===== src/rtl/itu656_encoder.sv =====
// itu656_encoder: ITU-R BT.656 525/60 byte-stream generator.
// Builds EAV/SAV codes, blanking fill and line/field timing around
// a YCbCr 4:2:2 pixel source read one word per two output bytes.
// Ports:
//   iCLK, iRST        27 MHz byte clock, async active-high reset
//   iYCbCr, iDVAL     pixel word {Y, Cb/Cr} and its valid flag
//   oRequest          one-cycle read strobe, 2 cycles ahead of the C byte
//   oTD_DATA          BT.656 byte stream
//   oTV_X, oTV_Y      pixel index / line number of the current byte
//   oHS, oVS, oField  H region, V bit and F bit of the current byte
//   oUnderflow        sticky flag: a sampled pixel was not valid
`timescale 1ns/1ps

module itu656_encoder #(
   parameter int H_ACTIVE = 720,
   parameter int H_BLANK  = 268,
   parameter int V_TOTAL  = 525,
   parameter int F0_FIRST = 4,
   parameter int F1_FIRST = 266,
   parameter int ACT1     = 20,
   parameter int V2_FIRST = 264,
   parameter int ACT2     = 283
) (
   input  logic        iCLK,
   input  logic        iRST,
   input  logic [15:0] iYCbCr,
   input  logic        iDVAL,
   output logic        oRequest,
   output logic [7:0]  oTD_DATA,
   output logic [9:0]  oTV_X,
   output logic [9:0]  oTV_Y,
   output logic        oHS,
   output logic        oVS,
   output logic        oField,
   output logic        oUnderflow
);

   localparam int SAV_POS  = 4 + H_BLANK;
   localparam int ACT_POS  = SAV_POS + 4;
   localparam int LINE_LEN = ACT_POS + 2 * H_ACTIVE;
   localparam int HW       = $clog2(LINE_LEN);

   localparam logic [HW-1:0] H_FILL = HW'(4);
   localparam logic [HW-1:0] H_SAV  = HW'(SAV_POS);
   localparam logic [HW-1:0] H_ACT  = HW'(ACT_POS);
   localparam logic [HW-1:0] H_LAST = HW'(LINE_LEN - 1);
   // C byte of pixel k sits at H_ACT+2k; its request leads by 2.
   localparam logic [HW-1:0] H_RQ0  = HW'(ACT_POS - 2);
   localparam logic [HW-1:0] H_RQN  = HW'(ACT_POS + 2 * H_ACTIVE - 4);

   localparam logic [9:0] L_F0   = 10'(F0_FIRST);
   localparam logic [9:0] L_F1   = 10'(F1_FIRST);
   localparam logic [9:0] L_A1   = 10'(ACT1);
   localparam logic [9:0] L_V2   = 10'(V2_FIRST);
   localparam logic [9:0] L_A2   = 10'(ACT2);
   localparam logic [9:0] L_LAST = 10'(V_TOTAL);

   localparam logic [7:0] FILL_C = 8'h80;
   localparam logic [7:0] FILL_Y = 8'h10;

   logic [HW-1:0] h_q, h_d;
   logic [9:0]    line_q, line_d;
   logic [7:0]    td_q, td_d;
   logic [7:0]    yh_q, yh_d;
   logic          req_q, req_d;
   logic [9:0]    x_q, x_d;
   logic [9:0]    y_q, y_d;
   logic          hs_q, hs_d;
   logic          vs_q, vs_d;
   logic          fld_q, fld_d;
   logic          unf_q, unf_d;

   logic          h_wrap;
   logic          f_bit, v_bit;
   logic          in_eav, in_fill, in_sav, in_act;
   logic [1:0]    sav_idx;
   logic [HW-1:0] rel_act;

   function automatic logic [7:0] clip(input logic [7:0] b);
      logic [7:0] r;
      r = b;
      if (b == 8'h00) r = 8'h01;
      if (b == 8'hFF) r = 8'hFE;
      return r;
   endfunction

   function automatic logic [7:0] tcode(
      input logic [1:0] idx,
      input logic       f,
      input logic       v,
      input logic       h
   );
      logic [7:0] r;
      unique case (idx)
         2'd0:    r = 8'hFF;
         2'd3:    r = {1'b1, f, v, h, v ^ h, f ^ h, f ^ v, f ^ v ^ h};
         default: r = 8'h00;
      endcase
      return r;
   endfunction

   always_comb begin
      h_wrap = (h_q == H_LAST);
      h_d    = h_wrap ? '0 : h_q + HW'(1);
      line_d = line_q;
      if (h_wrap) begin
         line_d = (line_q == L_LAST) ? 10'd1 : line_q + 10'd1;
      end

      f_bit = (line_q < L_F0) || (line_q >= L_F1);
      v_bit = !(((line_q >= L_A1) && (line_q < L_V2)) ||
                (line_q >= L_A2));

      in_eav  = (h_q < H_FILL);
      in_fill = (h_q >= H_FILL) && (h_q < H_SAV);
      in_sav  = (h_q >= H_SAV) && (h_q < H_ACT);
      in_act  = (h_q >= H_ACT);
      sav_idx = h_q[1:0] - H_SAV[1:0];
      rel_act = h_q - H_ACT;

      td_d  = FILL_C;
      yh_d  = yh_q;
      unf_d = unf_q;
      x_d   = '0;

      unique case (1'b1)
         in_eav:  td_d = tcode(h_q[1:0], f_bit, v_bit, 1'b1);
         // fill starts at h=4, so parity of h gives Cb/Cr vs Y
         in_fill: td_d = h_q[0] ? FILL_Y : FILL_C;
         in_sav:  td_d = tcode(sav_idx, f_bit, v_bit, 1'b0);
         in_act: begin
            x_d = 10'(rel_act >> 1);
            if (v_bit) begin
               td_d = rel_act[0] ? FILL_Y : FILL_C;
            end else if (rel_act[0]) begin
               td_d = yh_q;
            end else if (iDVAL) begin
               // FIFO word arrives in the C slot; hold Y for next byte
               td_d = clip(iYCbCr[7:0]);
               yh_d = clip(iYCbCr[15:8]);
            end else begin
               td_d  = FILL_C;
               yh_d  = FILL_Y;
               unf_d = 1'b1;
            end
         end
         default: td_d = FILL_C;
      endcase

      req_d = !v_bit && (h_q >= H_RQ0) && (h_q <= H_RQN) &&
              (h_q[0] == H_RQ0[0]);
      y_d   = line_q;
      hs_d  = !in_act;
      vs_d  = v_bit;
      fld_d = f_bit;
   end

   always_ff @(posedge iCLK or posedge iRST) begin
      if (iRST) begin
         h_q    <= '0;
         line_q <= 10'd1;
         td_q   <= FILL_C;
         yh_q   <= FILL_Y;
         req_q  <= 1'b0;
         x_q    <= '0;
         y_q    <= 10'd1;
         hs_q   <= 1'b1;
         vs_q   <= 1'b1;
         fld_q  <= 1'b1;
         unf_q  <= 1'b0;
      end else begin
         h_q    <= h_d;
         line_q <= line_d;
         td_q   <= td_d;
         yh_q   <= yh_d;
         req_q  <= req_d;
         x_q    <= x_d;
         y_q    <= y_d;
         hs_q   <= hs_d;
         vs_q   <= vs_d;
         fld_q  <= fld_d;
         unf_q  <= unf_d;
      end
   end

   assign oTD_DATA   = td_q;
   assign oRequest   = req_q;
   assign oTV_X      = x_q;
   assign oTV_Y      = y_q;
   assign oHS        = hs_q;
   assign oVS        = vs_q;
   assign oField     = fld_q;
   assign oUnderflow = unf_q;

endmodule


===== config.mk =====
export PLATFORM = sky130hd
export DESIGN_NAME = itu656_encoder
export DESIGN_NICKNAME = d
export VERILOG_FILES = /design/src/rtl/itu656_encoder.sv
export SDC_FILE = /design/constraint.sdc
export NUM_CORES = 1
export LEC_CHECK = 0
export CAP_MARGIN = 0
export CORE_AREA = 2 2 78 80
export CTS_BUF_LIST = sky130_fd_sc_hd__clkbuf_16
export DETAILED_ROUTE_END_ITERATION = 10
export DIE_AREA = 0 0 80 82
export DONT_BUFFER_PORTS = 1
export PLACE_DENSITY_LB_ADDON = 0.1
export SLEW_MARGIN = 20
export SYNTH_ARGS = -nofsm -noshare
export SYNTH_HDL_FRONTEND = slang
export SYNTH_SLANG_ARGS = --single-unit

===== constraint.sdc =====
create_clock -name iCLK -period 4.09 [get_ports iCLK]
set_clock_uncertainty 0.15 [all_clocks]
set_input_delay 0.818 -clock iCLK [delete_from_list [all_inputs] [get_ports iCLK]]
set_output_delay 0.818 -clock iCLK [all_outputs]
set_load 0.01 [all_outputs]

# After elaboration in Yosys (flattened, before gate mapping)
# Cells that the tools add are included.
# Widths: inputs -> output; s select.
[totals] regBits=62 in_bits=19 output_inout_bits=33 wordCells=69
[op_classes] n_addsub=3 order_cmp=13 n_eq_ne=5 muxes=16 n_bitwise=6 reduce_logical=15
[ops] operator="$mux 8" count=10
[ops] operator="$ge 11x9->1 const B" count=3
[ops] operator="$pmux 8 s2" count=2
[ops] operator="$pmux 8 s4" count=1
[ops] operator="$lt 11x9->1 const B" count=2
[ops] operator="$ge 10x9->1 const B" count=2
[ops] operator="$mux 10" count=2
[ops] operator="$eq 8x8->1 const B" count=2
[ops] operator="$logic_not 8->1" count=2
[ops] operator="$add 11x1->11 const B" count=1
[ops] operator="$eq 11x11->1 const B" count=1
[ops] operator="$ge 11x3->1 const B" count=1
[ops] operator="$le 11x11->1 const B" count=1
[ops] operator="$lt 11x3->1 const B" count=1
[ops] operator="$mux 11" count=1
[ops] operator="$sub 11x9->11 const B" count=1
[ops] operator="$add 10x1->10 const B" count=1
[ops] operator="$eq 10x10->1 const B" count=1
[ops] operator="$ge 10x5->1 const B" count=1
[ops] operator="$lt 10x3->1 const B" count=1
[ops] operator="$lt 10x9->1 const B" count=1
[ops] operator="$logic_and 1x1->1" count=6
[ops] operator="$not 1->1" count=5
[ops] operator="$reduce_and 4->1" count=1
[ops] operator="other kinds (6)" count=8

# Depth between registers and ports, before layout
# Gate-level depths: netlist of run 1.
[depth] word_depth=8 depth_mapped=10 mapped_depth_nobuf=8

# Least setup slack after synthesis of run 1
# Ideal clock, no wire load.
[synth_timing] kind="register to register" start="register h_q[9]" end="register yh_q[0]" setup_time_ns=0.123 arrival_time_ns=2.080 required_time_ns=3.817 slack_ns=1.737 stages_incl_launch_ff=9 n_path_buf=3 synth_period_minus_slack_ns=2.353 path_cell_list="dfrtp_1 -> buf_6 -> or4_4 -> o31a_1 -> or3_1 -> buf_2 -> buf_6 -> nand2_1 -> o21ai_1"
[synth_between] elab_chain_len=2
[synth_rtl] item="start: declaration" line_no="61" rtl="logic [HW-1:0] h_q, h_d;"
[synth_rtl] item="start signal: assignment" line_no="160" rtl="h_q <= '0;"
[synth_rtl] item="start signal: assignment" line_no="172" rtl="h_q <= h_d;"
[synth_rtl] item="$ge 11x9->1" line_no="117" rtl="in_act = (h_q >= H_ACT);"
[synth_rtl] item="$reduce_and 3->1 (no source line)"
[synth_rtl] item="end signal: assignment" line_no="175" rtl="yh_q <= yh_d;"
[synth_rtl] item="end: declaration" line_no="64" rtl="logic [7:0] yh_q, yh_d;"
# No other way between the ends.
# A chain may end at the register's enable or synchronous reset.

# Worst setup path in the final report of run 1
[layout_timing] start="register h_q[0]" end="register line_q[4]"
[layout_between] elab_chain_len=1
[layout_rtl] item="$eq 11x11->1" line_no="103" rtl="h_wrap = (h_q == H_LAST);"
[layout_rtl] item="end signal: assignment" line_no="173" rtl="line_q <= line_d;"
[layout_rtl] item="end: declaration" line_no="62" rtl="logic [9:0] line_q, line_d;"
# No other way between the ends.

==> results of run 1 <==
[cells by family after synthesis]
kind of cell | Yosys count | share of synthesized area
AOI/OAI and AO/OA | 74 | 0.1553
xor gates and xnor gates | 20 | 0.05780
adders and majority gates | 9 | 0.03716
buffers and inverters | 32 | 0.04624
DFF | 62 | 0.5149
muxes | 1 | 0.003716
and+or+nand+nor | 119 | 0.1850
[metrics by stage]
stage	cells	power [mW]	hold slack [ns]	setup slack, ns
after CTS	393	1.424	0.2832	1.084
final	393	1.410	0.2804	1.100
after detailed placement	377	0.6445	0.2733	1.102
after global routing	393	1.450	0.2993	0.7709
after global placement	377	0.6441	0.2656	1.185
after floorplan	317	0.6407	0.1987	1.592
[metal layers]
layer	wire, um	global-route usage	vias to the layer above
met5	0	0	-
met4	119	0.08136	0
met3	386	0.07143	11
met2	2829	0.3183	71
met1	2948	0.2807	1072
li1	-	-	1097
[layout make-up]
type                    count  area, sq um
fillers                   509         2384
flip-flops and latches     62         1560
multi-input cells         223         1330
clock buffers               9        225.2
well taps                  75        93.84
clock inverters             7        81.33
inverters                  15        56.30
repair buffers              2        15.01
[worst paths after layout]
path	startpoint	end	cells past startpoint
setup / recovery	h_q[0]$_DFF_PP0_	line_q[4]$_DFFE_PP0N_	8
hold / removal	line_q[0]$_DFFE_PP1N_	oTV_Y[0]$_DFF_PP1_	0
setup reg to reg	h_q[0]$_DFF_PP0_	line_q[4]$_DFFE_PP0N_	8
hold reg to reg	line_q[0]$_DFFE_PP1N_	oTV_Y[0]$_DFF_PP1_	0
max in group asynchronous	iRST	oTD_DATA[7]$_DFF_PP1_	2
min in group asynchronous	iRST	oTV_X[1]$_DFF_PP0_	1
[cells in the final DEF (no fill, tap or decap), types with 3 or more instances in the layout]
cell        n
o21ai_1     9
nand2b_1    3
nor4_1      5
a21oi_1    14
nand3b_1    3
a22oi_1     5
xnor2_1    13
nor2_1     34
nand2_1    37
clkbuf_16   9
o22ai_1     3
dfstp_2     7
xor2_1      7
nor3_1      8
or3_1       3
nand4_1     7
ha_1        9
inv_1      15
dfrtp_1    55
or4_1       4
nand3_1     9
o21ai_0    18
a31oi_1     3
[Yosys cell counts, types with 7 or more instances]
cell / count
a21oi_1: 14
clkbuf_1: 10
dfrtp_1: 55
dfstp_2: 7
ha_1: 9
inv_1: 15
nand2_1: 37
nand3_1: 9
nand4_1: 7
nor2_1: 34
nor3_1: 8
o21ai_0: 18
o21ai_1: 9
xnor2_1: 13
xor2_1: 7
[worst max-delay path, delay by kind of cell, from the launching register on]
family | cells | cell delay (ns)
and+or+nand+nor | 6 | 1.40
DFF | 1 | 0.63
adders and majority gates | 1 | 0.48
buffers and inverters | 1 | 0.25
[where the power goes]
part / leakage [nW] / switching (mW) / total, mW / internal (mW)
Clock: 0.155 / 0.254 / 0.777 / 0.523
Combinational: 0.522 / 0.0138 / 0.0176 / 0.00376
Sequential: 0.789 / 0.000529 / 0.616 / 0.615
Total: 1.47 / 0.268 / 1.41 / 1.14
[state kept, by name (all words and copies together), names as in the netlist]
| register | flops |
|---|---|
| h_q | 11 |
| line_q | 10 |
| oTV_X | 10 |
| oTV_Y | 10 |
| oTD_DATA | 8 |
| yh_q | 8 |
| oField | 1 |
| oHS | 1 |
| oRequest | 1 |
| oUnderflow | 1 |
| oVS | 1 |
==> flow_metrics.tcl, run 1 <==
set metrics [dict create \
    outcome "complete, no violations" \
    grt_pass1_wl_um 10360 \
    dpl-instance-area_sq_mm 0.003055 \
    initialDrtViolationCount 92 \
    grt_remaining_overflow 0 \
    io_buffers 0 \
    async_flop_share 1.000 \
    cts_tree "done" \
    hpwl_um 4476 \
    fp.dieArea_sq_mm 0.006560 \
    slew_headroom 0.4408 \
    cts_hold_buf 0 \
    synthCells 317 \
    cts.clk_slew.worst_paths_ns 0.05 \
    worstPathRequired_ns 4.20 \
    die_h_um 82 \
    htree_levels 3 \
    cts_buffers 9 \
    post-route-drc-count 0 \
    drtAntennaViolNets 0 \
    yosys.area.top_type "dfrtp_1" \
    synth_edf_count 0 \
    seq_area_frac_synth 0.5149 \
    power.density_mw_per_mm2 419.4 \
    synth_flop_cell "dfrtp_1" \
    clock_latency_ns 0.33 \
    rows 28 \
    vias_per_cell 5.728 \
    drv_slew 0 \
    cts_sinks 62 \
    synth.distinct_cells 49 \
    yosys.area.top_type_share 0.4542 \
    crit_top_cell "nand2_1" \
    utilization 0.5851 \
    track_usage 0.2107 \
    drive_gt1_frac 0.08805 \
    cp_data_arrival_time_ns 3.10 \
    fin_tns_setup_ns 0 \
    antenna_found_initial 0 \
    grt_max_degree 42 \
    rsz0062_at_grt "false" \
    p_leak_nw 1.466 \
    vias 2251 \
    ios 52 \
    cpPeakStageDelay_ns 0.63 \
    rrSetupSlack_ns 1.10 \
    synth_nets 345 \
    ys_warn_count 0 \
    clock_path_buffers 2 \
    syn-cell-area_sq_mm 0.003030 \
    first_pass_iters 4 \
    avgSynthCellArea_sq_um 9.560 \
    path_cells "ha_1, nand2_1, nor4_1, nor2b_1, buf_4, nand2_1, or4_1, nand2_1" \
    timing.final.crit_share 0.7312 \
    place_congestion 0.9307 \
    cap_violations 0 \
    final_area_sq_mm 0.003362 \
    ir_drop_uv 229.7 \
    min_period_ns 2.990 \
    wl_per_cell_um 15.99 \
    hp-class "reg2reg" \
    die_x_um 80 \
    path_max_fanout 17 \
    hold_viol 0 \
    root_buffer "clkbuf_16" \
    critPathSlowestCell "dfrtp_1" \
    ys_ff_latch 62 \
    syn2layout_area_growth_pct 10.94 \
    cp-end-kind "register" \
    synthTopCellsByArea "dfrtp_1, dfstp_2, nand2_1, nor2_1, xnor2_1" \
    startpoint_type "register" \
    crit_type "reg2reg" \
    ctsResizeCount 0 \
    diodes 0 \
    worst_pin_slew_ns 0.8376 \
    setup_viol 0 \
    start_util 0.5274 \
    final_nets 341 \
    fp.coreArea_sq_mm 0.005746 \
    wl_um 6284 \
    fmax_mhz 334.4 \
    post_cts_buffers 0 \
    grt_pass1_vias 2133 \
]
Power figures use the tool's default switching activity.
==> inputs of run 2 (changes only) <==
ABC_AREA = 1   (was unset)
CORE_AREA = 2 2 82 84   (was 2 2 78 80)
DIE_AREA = 0 0 84 86   (was 0 0 80 82)
clock period = 3.1 ns   (was 4.09 ns; I/O delays follow)
==> run 2 against run 1 <==
Compared with the run above:
- worst setup slack worse by 0.18 ns
- largest power group unchanged
- critical path depth stayed put
- sequential share of layout area is 4.7 points lower
- register-to-register slack worse by 0.18 ns
- cell count is 31% higher
- final area is 11% higher
- fmax is 37% higher
- combinational power is 51% higher
- sequential cell count stayed put
==> flow_metrics.tcl, run 2 <==
set metrics [dict create \
    outcome "complete, no violations" \
    clkPwrFrac 0.529 \
    grt_pass1_wl_um 12880 \
    ys_ff_latch 62 \
    start_util 0.5398 \
    cts_sinks 62 \
    clock_latency_ns 0.33 \
    rsz0062_at_grt "false" \
    synth_mux_area_frac 0 \
    grt_remaining_overflow 0 \
    hpwl_um 5442 \
    path_buf_inv 2 \
    yosys.area_share.adder 0.03323 \
    fp.dieArea_sq_mm 0.007224 \
    pre_cts_slack_ns 0.9090 \
    synth_top_family_by_area "simple AND/OR/NAND/NOR gates" \
    yosys.area.top_type "dfrtp_1" \
    path_cells "inv_1, ha_1, inv_1, nor3_1, nand2_1, nor3_1, nand3_1, xor2_1" \
    cts.clk_slew.worst_paths_ns 0.05 \
    root_buffer "clkbuf_16" \
    drive_gt1_frac 0.1073 \
    crit_type "reg2reg" \
    antenna_found_initial 0 \
    power.internal_mw 1.424 \
    track_usage 0.2272 \
    wl_per_cell_um 14.48 \
    diodes 0 \
    syn2layout_area_growth_pct 10.52 \
    register_area_sq_mm 0.001560 \
    path_max_fanout 12 \
    fin_tns_setup_ns 0 \
    die_h_um 86 \
    cts_tree "done" \
    synth.distinct_cells 44 \
    yosys.area.top_type_share 0.4062 \
    cp-end-kind "register" \
    critPathSlowestCell "dfrtp_1" \
    min_period_ns 2.183 \
    swShare 0.2000 \
    p_switching_mw 0.3560 \
    vias 2834 \
    drv_slew 0 \
    grt_pass1_vias 2693 \
    mostFrequentLayoutCell "nand2_1" \
    place_congestion 0.8579 \
    slew_headroom 0.6875 \
    worst_pin_slew_ns 0.4651 \
    wl_um 7455 \
    grt_max_degree 26 \
    cts_hold_buf 0 \
    fp.coreArea_sq_mm 0.006277 \
    ctsResizeCount 0 \
    synthCells 427 \
    vias_per_cell 5.503 \
    async_flop_share 1.000 \
    htree_levels 3 \
    p_leak_nw 1.858 \
    fill_cells 569 \
    synth_xor_area_frac 0.01809 \
    synth_compound_area_frac 0.1126 \
    ios 52 \
    synthTopCellsByArea "dfrtp_1, nand2_1, inv_1, o21ai_0, dfstp_2" \
    cap_violations 0 \
    drtAntennaViolNets 0 \
    seq_area_frac_synth 0.4605 \
    yosys.area_share.simple 0.2928 \
    clock_path_buffers 2 \
    setup_ws_ns 0.9174 \
    final_nets 461 \
    cp_data_arrival_time_ns 2.24 \
    synth_most_common_cell "nand2_1" \
    ys_warn_count 0 \
    hp-class "in2async" \
    timing.final.crit_share 0.7041 \
    avgSynthCellArea_sq_um 7.935 \
    cpPeakStageDelay_ns 0.44 \
    post_cts_buffers 0 \
    final_cell_mix "nand2_1, inv_1, dfrtp_1, nor2_1, o21ai_0" \
    worstPathRequired_ns 3.16 \
    synth_nets 455 \
    placed_cells 499 \
    setup_viol 0 \
    synth_edf_count 0 \
    multiInputGateArea_sq_mm 0.001548 \
    largest_reg_flops 11 \
    largest_register "h_q" \
    synth_flop_cell "dfrtp_1" \
    hold_viol 0 \
    power.density_mw_per_mm2 475.4 \
    die_x_um 84 \
    crit_family "simple AND/OR/NAND/NOR gates" \
    finalNonFillerCells 515 \
    ir_drop_uv 373.4 \
    rows 29 \
    cts_buffers 9 \
    initialDrtViolationCount 130 \
    syn-cell-area_sq_mm 0.003388 \
    first_pass_iters 5 \
    fmax_mhz 458.2 \
    io_buffers 0 \
    startpoint_type "register" \
    combPwrFrac 0.015 \
    p_seq_frac 0.456 \
    post-route-drc-count 0 \
    synthTopCellsByCount "nand2_1, dfrtp_1, inv_1" \
]
==> run 2: power by group through the flow <==
stage	Clock [mW]	Sequential, mW	Combinational (mW)
after CTS	0.957	0.811	0.0277
final	0.943	0.811	0.0266
after floorplan	0	0.824	0.0197
after global routing	1.00	0.810	0.0320
after global placement	0	0.824	0.0275
after detailed placement	0	0.824	0.0277
==> run 2: area by class of cell <==
cell class | instances | area share
Sequential cell | 62 | 0.4166
Inverter | 60 | 0.06081
Multi-Input combinational cell | 296 | 0.4133
Clock buffer | 9 | 0.06014
Timing Repair Buffer | 4 | 0.008019
Clock inverter | 7 | 0.01537
Tap cell | 77 | 0.02573
==> run 2: worst paths after layout <==
kind | from | endpoint | slack [ns] | cells past startpoint
min in group iCLK | iYCbCr[14] | yh_q[6]$_DFFE_PP0P_ | 0.26 | 2
max in group asynchronous | iRST | oField$_DFF_PP1_ | 2.07 | 2
worst min-delay path | iRST | h_q[5]$_DFF_PP0_ | 0.02 | 1
worst max register to register | h_q[2]$_DFF_PP0_ | line_q[7]$_DFFE_PP0N_ | 0.92 | 8
worst max-delay path | h_q[2]$_DFF_PP0_ | line_q[7]$_DFFE_PP0N_ | 0.92 | 8
worst min register to register | line_q[0]$_DFFE_PP1N_ | oTV_Y[0]$_DFF_PP1_ | 0.27 | 0
==> run 2: layer usage <==
layer | vias up | wire (um) | GRT usage
met1 | 1312 | 3465 | 0.2980
met5 | - | 0 | 0
met3 | 16 | 386 | 0.04716
met4 | 0 | 189 | 0.1070
li1 | 1399 | - | -
met2 | 107 | 3414 | 0.3629
==> run 2: cells by family (layout without fill, tap and decap cells) <==
| logic type | after synthesis | in the layout |
|---|---|---|
| buffers and inverters | 69 | 80 |
| adders and majority gates | 9 | 9 |
| and+or+nand+nor | 211 | 211 |
| DFF | 62 | 62 |
| xor gates and xnor gates | 7 | 7 |
| AOI/OAI and AO/OA | 69 | 69 |
==> run 2: metrics by stage <==
stage	instance area (sq um)	utilization	hold WS, ns	power [mW]
floorplan	3388	-	0.1987	0.8439
CTS	3745	0.5966	0.02454	1.795
detailed placement	3462	0.5515	0.2669	0.8519
finish	3745	0.5966	0.02352	1.780
global route	3745	0.5966	0.05154	1.843
global placement	3462	0.5515	0.2663	0.8517
